`config.mk`:
```
export PLATFORM = sky130hd
export DESIGN_NAME = uart_reg_bridge
export DESIGN_NICKNAME = d
export VERILOG_FILES = /design/src/rtl/uart_reg_bridge.sv
export SDC_FILE = /design/constraint.sdc
export NUM_CORES = 1
export LEC_CHECK = 0
export ABC_AREA = 1
export BUFFER_PORTS_ARGS = -buffer_cell sky130_fd_sc_hd__buf_2
export CORE_MARGIN = 3
export CORE_UTILIZATION = 38
export CTS_CLUSTER_SIZE = 12
export DETAILED_ROUTE_END_ITERATION = 16
export PLACE_DENSITY = 0.54
export SKIP_CTS_REPAIR_TIMING = 1
export SYNTH_ARGS = -nofsm -noshare
export SYNTH_HDL_FRONTEND = slang
export SYNTH_SLANG_ARGS = --single-unit
```
`constraint.sdc`:
```
create_clock -name sys_clk -period 3.4 [get_ports sys_clk]
set_clock_uncertainty 0.1 [all_clocks]
set_input_delay 0.34 -clock sys_clk [delete_from_list [all_inputs] [get_ports sys_clk]]
set_output_delay 0.34 -clock sys_clk [all_outputs]
set_load 0.01 [all_outputs]
```
`src/rtl/uart_reg_bridge.sv`:
```
// UART byte-stream to register-bus bridge: parses 'W'/'R' requests, drives the bus, sends replies.
// Optional request/response checksum byte enabled by defining UART_BRIDGE_CSUM_EN.
module uart_reg_bridge #(
    parameter int unsigned BYTE_TIMEOUT = 100000,
    parameter int unsigned RD_TIMEOUT   = 255
) (
    input  logic        sys_clk,
    input  logic        sys_rst,
    input  logic        rx_dvalid,
    input  logic [7:0]  rx_data,
    input  logic        tx_status,
    output logic        tx_dvalid,
    output logic [7:0]  tx_data,
    output logic        reg_wr_en,
    output logic        reg_rd_en,
    output logic [7:0]  reg_addr,
    output logic [31:0] reg_wdata,
    input  logic [31:0] reg_rdata,
    input  logic        reg_rd_valid,
    output logic        busy,
    output logic [7:0]  err_cnt
);

    localparam logic [7:0] CmdWr = 8'h57;
    localparam logic [7:0] CmdRd = 8'h52;
    localparam logic [7:0] RspOk = 8'h4B;
    localparam logic [7:0] RspEr = 8'h45;

`ifdef UART_BRIDGE_CSUM_EN
    localparam logic [2:0] CsumLen = 3'd1;
    typedef enum logic [3:0] {
        StIdle, StGetAddr, StGetData, StGetCsum, StRegWr, StRegRd, StWaitRd,
        StTxLoad, StTxWaitBusy, StTxWaitDone
    } state_e;
`else
    localparam logic [2:0] CsumLen = 3'd0;
    typedef enum logic [3:0] {
        StIdle, StGetAddr, StGetData, StRegWr, StRegRd, StWaitRd,
        StTxLoad, StTxWaitBusy, StTxWaitDone
    } state_e;
`endif

    state_e      state_q, state_d;
    logic [31:0] timer_q, timer_d;
    logic        is_wr_q, is_wr_d;
    logic [7:0]  addr_q, addr_d;
    logic [31:0] wdata_q, wdata_d;
    logic [1:0]  data_cnt_q, data_cnt_d;
    logic [31:0] resp_q, resp_d;
    logic [2:0]  resp_len_q, resp_len_d;
    logic [2:0]  tx_idx_q, tx_idx_d;
    logic [7:0]  tx_data_q, tx_data_d;
    logic        tx_dvalid_q, tx_dvalid_d;
    logic [7:0]  err_cnt_q, err_cnt_d;
    logic        err_inc;
    logic        accepting;
    logic [7:0]  tx_byte;
`ifdef UART_BRIDGE_CSUM_EN
    logic [7:0]  rx_csum_q, rx_csum_d;
    logic [7:0]  tx_csum_q, tx_csum_d;
    localparam state_e StAfterAddrRd = StGetCsum;
    localparam state_e StAfterData   = StGetCsum;
`else
    localparam state_e StAfterAddrRd = StRegRd;
    localparam state_e StAfterData   = StRegWr;
`endif

    always_comb begin
        state_d     = state_q;
        timer_d     = timer_q;
        is_wr_d     = is_wr_q;
        addr_d      = addr_q;
        wdata_d     = wdata_q;
        data_cnt_d  = data_cnt_q;
        resp_d      = resp_q;
        resp_len_d  = resp_len_q;
        tx_idx_d    = tx_idx_q;
        tx_data_d   = tx_data_q;
        tx_dvalid_d = 1'b0;
        err_inc     = 1'b0;
        tx_byte     = resp_q[31:24];
`ifdef UART_BRIDGE_CSUM_EN
        rx_csum_d   = rx_csum_q;
        tx_csum_d   = tx_csum_q;
`endif
        accepting = (state_q == StIdle) || (state_q == StGetAddr) || (state_q == StGetData);
`ifdef UART_BRIDGE_CSUM_EN
        accepting = accepting || (state_q == StGetCsum);
`endif

        case (state_q)
            StIdle: begin
                if (rx_dvalid) begin
                    if (rx_data == CmdWr || rx_data == CmdRd) begin
                        is_wr_d = (rx_data == CmdWr);
                        timer_d = '0;
                        state_d = StGetAddr;
`ifdef UART_BRIDGE_CSUM_EN
                        rx_csum_d = rx_data;
`endif
                    end else begin
                        err_inc    = 1'b1;
                        resp_d     = {RspEr, 24'h0};
                        resp_len_d = 3'd1;
                        state_d    = StTxLoad;
                    end
                end
            end
            StGetAddr: begin
                if (rx_dvalid) begin
                    addr_d     = rx_data;
                    timer_d    = '0;
                    data_cnt_d = '0;
                    state_d    = is_wr_q ? StGetData : StAfterAddrRd;
`ifdef UART_BRIDGE_CSUM_EN
                    rx_csum_d = rx_csum_q ^ rx_data;
`endif
                end else if (timer_q == 32'(BYTE_TIMEOUT - 1)) begin
                    err_inc = 1'b1;
                    state_d = StIdle;
                end else begin
                    timer_d = timer_q + 32'd1;
                end
            end
            StGetData: begin
                if (rx_dvalid) begin
                    wdata_d    = {wdata_q[23:0], rx_data};
                    data_cnt_d = data_cnt_q + 2'd1;
                    timer_d    = '0;
                    if (data_cnt_q == 2'd3) state_d = StAfterData;
`ifdef UART_BRIDGE_CSUM_EN
                    rx_csum_d = rx_csum_q ^ rx_data;
`endif
                end else if (timer_q == 32'(BYTE_TIMEOUT - 1)) begin
                    err_inc = 1'b1;
                    state_d = StIdle;
                end else begin
                    timer_d = timer_q + 32'd1;
                end
            end
`ifdef UART_BRIDGE_CSUM_EN
            StGetCsum: begin
                if (rx_dvalid) begin
                    if (rx_data == rx_csum_q) begin
                        state_d = is_wr_q ? StRegWr : StRegRd;
                    end else begin
                        err_inc    = 1'b1;
                        resp_d     = {RspEr, 24'h0};
                        resp_len_d = 3'd1;
                        state_d    = StTxLoad;
                    end
                end else if (timer_q == 32'(BYTE_TIMEOUT - 1)) begin
                    err_inc = 1'b1;
                    state_d = StIdle;
                end else begin
                    timer_d = timer_q + 32'd1;
                end
            end
`endif
            StRegWr: begin
                resp_d     = {RspOk, 24'h0};
                resp_len_d = 3'd1;
                state_d    = StTxLoad;
            end
            StRegRd: begin
                // Timer counts cycles since the read strobe.
                timer_d = 32'd1;
                if (reg_rd_valid) begin
                    resp_d     = reg_rdata;
                    resp_len_d = 3'd4;
                    state_d    = StTxLoad;
                end else begin
                    state_d = StWaitRd;
                end
            end
            StWaitRd: begin
                if (reg_rd_valid) begin
                    resp_d     = reg_rdata;
                    resp_len_d = 3'd4;
                    state_d    = StTxLoad;
                end else if (timer_q >= 32'(RD_TIMEOUT)) begin
                    err_inc    = 1'b1;
                    resp_d     = {RspEr, 24'h0};
                    resp_len_d = 3'd1;
                    state_d    = StTxLoad;
                end else begin
                    timer_d = timer_q + 32'd1;
                end
            end
            StTxLoad: begin
`ifdef UART_BRIDGE_CSUM_EN
                if (tx_idx_q == resp_len_q) tx_byte = tx_csum_q;
                tx_csum_d = ((tx_idx_q == 3'd0) ? 8'h00 : tx_csum_q) ^ tx_byte;
`endif
                tx_data_d   = tx_byte;
                tx_dvalid_d = 1'b1;
                resp_d      = resp_q << 8;
                tx_idx_d    = tx_idx_q + 3'd1;
                state_d     = StTxWaitBusy;
            end
            StTxWaitBusy: begin
                if (tx_status) state_d = StTxWaitDone;
            end
            StTxWaitDone: begin
                if (!tx_status) begin
                    if (tx_idx_q == resp_len_q + CsumLen) begin
                        tx_idx_d = '0;
                        state_d  = StIdle;
                    end else begin
                        state_d = StTxLoad;
                    end
                end
            end
            default: state_d = StIdle;
        endcase

        if (rx_dvalid && !accepting) err_inc = 1'b1;
        err_cnt_d = (err_inc && err_cnt_q != 8'hFF) ? err_cnt_q + 8'd1 : err_cnt_q;
    end

    always_ff @(posedge sys_clk) begin
        if (sys_rst) begin
            state_q     <= StIdle;
            timer_q     <= '0;
            is_wr_q     <= 1'b0;
            addr_q      <= '0;
            wdata_q     <= '0;
            data_cnt_q  <= '0;
            resp_q      <= '0;
            resp_len_q  <= '0;
            tx_idx_q    <= '0;
            tx_data_q   <= '0;
            tx_dvalid_q <= 1'b0;
            err_cnt_q   <= '0;
`ifdef UART_BRIDGE_CSUM_EN
            rx_csum_q   <= '0;
            tx_csum_q   <= '0;
`endif
        end else begin
            state_q     <= state_d;
            timer_q     <= timer_d;
            is_wr_q     <= is_wr_d;
            addr_q      <= addr_d;
            wdata_q     <= wdata_d;
            data_cnt_q  <= data_cnt_d;
            resp_q      <= resp_d;
            resp_len_q  <= resp_len_d;
            tx_idx_q    <= tx_idx_d;
            tx_data_q   <= tx_data_d;
            tx_dvalid_q <= tx_dvalid_d;
            err_cnt_q   <= err_cnt_d;
`ifdef UART_BRIDGE_CSUM_EN
            rx_csum_q   <= rx_csum_d;
            tx_csum_q   <= tx_csum_d;
`endif
        end
    end

    assign tx_dvalid = tx_dvalid_q;
    assign tx_data   = tx_data_q;
    assign reg_wr_en = (state_q == StRegWr);
    assign reg_rd_en = (state_q == StRegRd);
    assign reg_addr  = addr_q;
    assign reg_wdata = wdata_q;
    assign busy      = (state_q != StIdle);
    assign err_cnt   = err_cnt_q;

endmodule
```
==> results of run 1 <==
[worst paths after layout]
kind,from,to,slack [ps],depth (start not counted)
worst min register to register,resp_q[9]$_SDFFE_PP0P_,resp_q[9]$_SDFFE_PP0P_,350,2
worst min-delay path,reg_rdata[7],resp_q[7]$_SDFFE_PP0P_,60,3
worst max-delay path,timer_q[0]$_SDFFE_PP0P_,timer_q[6]$_SDFFE_PP0P_,1030,10
worst max register to register,timer_q[0]$_SDFFE_PP0P_,timer_q[6]$_SDFFE_PP0P_,1030,10
[stage by stage]
step / worst slack (ps) / hold slack [ps] / util [%] / power (mW) / cells
final: 1033 / 56.08 / 46.98 / 5.412 / 1347
after global routing: 764.9 / 67.75 / 46.98 / 5.770 / 1347
after floorplan: 1457 / 325.3 / - / 3.180 / 1030
after detailed placement: 1049 / 338.9 / 43.44 / 3.575 / 1316
after CTS: 1034 / 47.59 / 46.98 / 5.477 / 1347
after global placement: 1081 / 337.2 / 43.44 / 3.573 / 1316
[routing by layer]
layer / routed length (um) / global-route usage (%) / vias to the layer above
met1: 9007 / 25.51 / 3001
met4: 263 / 5.870 / 0
met2: 9307 / 33.62 / 154
met5: 0 / 0 / -
li1: - / - / 3530
met3: 831 / 4.931 / 23
[report_power, final]
group | switching [mW] | total, mW | internal [mW]
Clock | 0.759 | 1.89 | 1.13
Sequential | 0.130 | 1.92 | 1.79
Combinational | 1.15 | 1.60 | 0.448
Total | 2.04 | 5.41 | 3.37
[cell families after synthesis]
group,Yosys count
compound gates,196
xor+xnor,11
fa+ha+maj,4
buf+inv,131
flops,133
simple gates,555
[cell usage in the layout, fill, tap and decap left out, types with 3 or more instances in the layout]
| master | netlist | final |
|---|---|---|
| o21ai_1 | 16 | 16 |
| a21oi_1 | 115 | 115 |
| clkinv_4 | 0 | 4 |
| nor2_1 | 117 | 117 |
| nand3_1 | 58 | 58 |
| nand2_2 | 7 | 7 |
| inv_1 | 73 | 73 |
| a21o_1 | 4 | 4 |
| xor2_1 | 10 | 10 |
| inv_2 | 11 | 11 |
| dfxtp_1 | 133 | 133 |
| nor2_4 | 3 | 3 |
| nand3_2 | 3 | 3 |
| ha_1 | 4 | 4 |
| nand2_1 | 312 | 312 |
| o21ai_0 | 53 | 53 |
| clkbuf_16 | 0 | 17 |
| buf_4 | 6 | 6 |
| nor3_1 | 14 | 14 |
| nor2_2 | 6 | 6 |
| buf_2 | 11 | 104 |
| nand4_1 | 28 | 28 |
| clkinv_1 | 3 | 3 |
[synth_stat cells, types with 4 or more instances]
library cell  number
o21ai_1           16
buf_4              6
buf_2             11
a21oi_1          115
a21o_1             4
nand2_1          312
inv_1             73
nand2_2            7
nand4_1           28
ha_1               4
nor2_1           117
dfxtp_1          133
o21ai_0           53
nor3_1            14
nand3_1           58
inv_2             11
xor2_1            10
nor2_2             6
clkbuf_1          26
[worst max-delay path: cells and delay by family, from the launching register on]
family	cells	cell delay (ps)
AO/OA/AOI/OAI	1	170
AND/OR/NAND/NOR	8	1290
flip-flops	1	440
adder cells (fa/ha/maj)	1	290
[sequential cells by signal (all words and copies together), names as in the netlist]
name	count
reg_wdata	32
resp_len_q	2
tx_data	8
is_wr_q	1
state_q	4
tx_dvalid	1
tx_idx_q	3
err_cnt	8
resp_q	32
timer_q	32
reg_addr	8
data_cnt_q	2
[cell type report]
cell class                      instances  area (um^2)  area share, %
Clock buffer                           19        452.9          5.693
Clock inverter                         12        146.4          1.840
Inverter                               87        326.6          4.104
Multi-Input combinational cell        766         3527          44.33
Sequential cell                       133         2663          33.46
Tap cell                              220        275.3          3.460
Timing Repair Buffer                  110        565.5          7.108
==> impl_metrics.env, run 1 <==
export IMPL_outcome="complete, no violations"
export IMPL_fin_area_mm2=0.007956
export IMPL_drive_gt1_share_pct=15.44
export IMPL_die_w_um=139.0
export IMPL_synthMuxAreaShare_pct=0
export IMPL_critPathKind="register to register"
export IMPL_postRouteAntennaNets=0
export IMPL_startpoint_type="register"
export IMPL_crit_required_ps=3640
export IMPL_worstPathArrival_ps=2610
export IMPL_synth_edf_count=0
export IMPL_cellPowerDensity_mw_per_mm2=680.2
export IMPL_clock_path_buffers=2
export IMPL_slowest_stage="dfxtp_1"
export IMPL_final_max_slew_violation_count=0
export IMPL_place_gp_congestion=0.9017
export IMPL_nNetsFinal=1164
export IMPL_setup_tns_final_ps=0
export IMPL_min_period_ps=2367
export IMPL_synthCells=1030
export IMPL_syn_num_nets=1079
export IMPL_worst_pin_slew_ps=961.7
export IMPL_drt_wl_total_um=19410
export IMPL_end_kind="register"
export IMPL_worstPathCellList="ha_1, nand2_1, nor2_2, nand2_2, nand2_1, nor2_1, nor2_2, nand3b_4, nand2_1, a21oi_1"
export IMPL_synth_compound_area_share_pct=15.03
export IMPL_cts_sinks=133
export IMPL_wl_per_cell_um=14.41
export IMPL_period_share_pct=69.61
export IMPL_num_fill_cells=1805
export IMPL_synth_area_mm2=0.006718
export IMPL_grt_overflow_total=0
export IMPL_synth_seq_area_share_pct=39.63
export IMPL_cts_buffers=17
export IMPL_max_slew_margin_pct=35.89
export IMPL_rows=47
export IMPL_cts_root_buf="clkbuf_16"
export IMPL_dominantRegCellSynth="dfxtp_1"
export IMPL_fmax_mhz=422.5
export IMPL_dp_hpwl_um=13460
export IMPL_track_usage_pct=20.00
export IMPL_clock_latency_ps=430
export IMPL_initial_core_util_pct=39.66
export IMPL_hold_viol_final=0
export IMPL_drt_pass1_iterations=5
export IMPL_ios=105
export IMPL_p_leak_nw=3.380
export IMPL_synth_top_area_share_pct=39.63
export IMPL_drt_iter0_markers=458
export IMPL_syn2layout_area_growth_pct=18.44
export IMPL_die_area_mm2=0.01931
export IMPL_cp_common_cell="nand2_1"
export IMPL_avgSynthCellArea_um2=6.522
export IMPL_grt_pass1_wl_um=32040
export IMPL_synth_top_family_by_area="simple AND/OR/NAND/NOR gates"
export IMPL_core_area_mm2=0.01694
export IMPL_antenna_found_initial=0
export IMPL_yosys_area_share_simple_pct=35.30
export IMPL_worst_hold_path_type="input pin to register"
export IMPL_post_drt_via_cell_ratio=4.980
export IMPL_port_buffers=104
export IMPL_grt_pass1_vias=6434
export IMPL_cp_slowest_stage_delay_ps=440
export IMPL_crit_fanout=31
export IMPL_ir_drop_mv=0.4376
export IMPL_clk_pin_slew_ps=70
export IMPL_yosys_warnings=0
export IMPL_synth_distinct_cells=36
export IMPL_drc=0
export IMPL_place_area_mm2=0.007357
export IMPL_grt_max_degree=86
export IMPL_synth_seq_cells=133
export IMPL_setup_violations=0
export IMPL_cts_tree="built"
export IMPL_htreeDepth=4
export IMPL_fp_dieH_um=139.0
export IMPL_synth_adder_area_share_pct=0.7450
export IMPL_rsz0062_at_grt="false"
export IMPL_drv_cap=0
export IMPL_antenna_cells=0
export IMPL_postSynth_asyncResetShare_pct=0
export IMPL_num_vias=6708
export IMPL_synth_area_leader_cell="dfxtp_1"
export IMPL_synth_xor_area_share_pct=1.434
export IMPL_netlist_top_cells_area="dfxtp_1 40%, nand2_1 17%, a21oi_1 8.6%, nor2_1 6.5%, nand3_1 4.3%"
Power figures use the tool's default switching activity.
==> run 2, diff against run 1 <==
Clock period 3.4 ns to 2.4 ns, I/O delays scaled along.
==> impl_metrics.env, run 2 (synthesized netlist as in run 1, its figures left out) <==
export IMPL_worst_pin_slew_ps=967.7
export IMPL_initial_core_util_pct=39.66
export IMPL_r2r_slack_ps=240
export IMPL_drt_iter0_markers=571
export IMPL_min_to="reg_addr[7]$_SDFFE_PP0P_"
export IMPL_finalWorstSetupSlack_ps=195.8
export IMPL_post_drt_via_cell_ratio=4.968
export IMPL_outcome="complete, but fails checks"
export IMPL_critPathKind="input pin to register"
export IMPL_slowest_stage="dlygate4sd3_1"
export IMPL_die_w_um=139.0
export IMPL_rows=47
export IMPL_drt_wl_total_um=19620
export IMPL_htreeDepth=4
export IMPL_nNetsFinal=1187
export IMPL_r2r_end="timer_q[26]$_SDFFE_PP0P_"
export IMPL_period_share_pct=91.84
export IMPL_worstPathCellList="dlygate4sd3_1, buf_2, nor3_1, nand3_1, nand2_1, nand3_1, inv_2, nand3b_4, buf_12, nand2_1, a21oi_1"
export IMPL_antenna_cells=0
export IMPL_startpoint_type="input pin"
export IMPL_place_area_mm2=0.007452
export IMPL_crit_required_ps=2560
export IMPL_placed_cells=1327
export IMPL_cts_buffers=17
export IMPL_clock_path_buffers=2
export IMPL_track_usage_pct=20.01
export IMPL_min_period_ps=2204
export IMPL_ir_drop_mv=0.6076
export IMPL_max_slew_margin_pct=35.49
export IMPL_post_route_util_pct=47.98
export IMPL_final_max_slew_violation_count=0
export IMPL_cp_slowest_stage_delay_ps=530
export IMPL_cellPowerDensity_mw_per_mm2=940.5
export IMPL_rsz0062_at_grt="false"
export IMPL_fin_area_mm2=0.008125
export IMPL_final_cell_mix="312 x nand2_1, 133 x dfxtp_1, 117 x nor2_1"
export IMPL_violations="hold timing"
export IMPL_rr_worst_depth=10
export IMPL_finalNonFillerCells=1371
export IMPL_dp_hpwl_um=13670
export IMPL_grt_pass1_wl_um=32010
export IMPL_num_vias=6811
export IMPL_holdPathStages=3
export IMPL_fmax_mhz=453.7
export IMPL_holdWs_ps=-19.21
export IMPL_clock_latency_ps=430
export IMPL_die_area_mm2=0.01931
export IMPL_setup_violations=0
export IMPL_place_ws_ps=277.9
export IMPL_drt_pass1_iterations=5
export IMPL_syn2layout_area_growth_pct=20.95
export IMPL_postRouteAntennaNets=0
export IMPL_clk_pin_slew_ps=60
export IMPL_layout_commonest_cell="nand2_1"
export IMPL_fp_dieH_um=139.0
export IMPL_ios=105
export IMPL_drc=0
export IMPL_worstPathArrival_ps=2370
export IMPL_end_kind="register"
export IMPL_antenna_found_initial=0
export IMPL_crit_fanout=18
export IMPL_finalPower_mw=7.642
export IMPL_cts_sinks=133
export IMPL_cts_tree="built"
export IMPL_timing_rr_start="timer_q[1]$_SDFFE_PP0P_"
export IMPL_grt_overflow_total=0
export IMPL_setup_tns_final_ps=0
export IMPL_grt_max_degree=86
export IMPL_core_area_mm2=0.01694
export IMPL_hold_viol_final=3
export IMPL_drive_gt1_share_pct=16.07
export IMPL_drv_cap=0
export IMPL_cts_root_buf="clkbuf_16"
export IMPL_grt_pass1_vias=6314
export IMPL_hold_start="rx_data[7]"
export IMPL_p_leak_nw=3.478
export IMPL_port_buffers=104
export IMPL_wl_per_cell_um=14.31
export IMPL_place_gp_congestion=0.9132
export IMPL_worst_hold_path_type="input pin to register"
[run 2: cell count changes in the layout (fill, tap and decap cells not counted), moves of 2 or more]
cell | before | now
buf_4 | 6 | 16
clkinv_2 | 1 | 5
clkbuf_8 | 2 | 0
dlygate4sd3_1 | 0 | 12
inv_6 | 1 | 4
inv_8 | 2 | 0
[run 2: power breakdown]
part           total, mW  switching [mW]  internal [mW]
clock network       2.48            1.05           1.43
logic               2.45            1.70          0.755
registers           2.72           0.178           2.54
total               7.64            2.92           4.72
[run 2: worst max path at each step]
stage,to,startpoint,slack [ps]
finish,timer_q[26]$_SDFFE_PP0P_,rx_data[5],200
global route,timer_q[13]$_SDFFE_PP0P_,rx_data[5],50
CTS,timer_q[15]$_SDFFE_PP0P_,timer_q[1]$_SDFFE_PP0P_,260
detailed placement,timer_q[22]$_SDFFE_PP0P_,timer_q[1]$_SDFFE_PP0P_,280
global placement,timer_q[22]$_SDFFE_PP0P_,timer_q[1]$_SDFFE_PP0P_,320
floorplan,timer_q[3]$_SDFFE_PP0P_,timer_q[0]$_SDFFE_PP0P_,460
[run 2: final cells by class]
type	instances	area, um^2
repair buffers	133	780.7
clock inverters	14	123.9
fillers	1834	8811
flip-flops and latches	133	2663
well taps	220	275.3
multi-input cells	766	3527
inverters	87	326.6
clock buffers	18	429.2
[run 2: routing by layer]
metal | GRT usage (%) | vias to the layer above | part of all wire, %
met5 | 0 | - | 0
met4 | 5.458 | 0 | 1.3
met3 | 4.310 | 20 | 4.4
met2 | 33.60 | 131 | 48
met1 | 26.10 | 3102 | 47
li1 | - | 3558 | -
[run 2: critical path, delay by kind of cell]
family,cells,cell delay (ps)
and+or+nand+nor,6,1060
buffers and inverters,4,1000
AOI/OAI and AO/OA,1,60
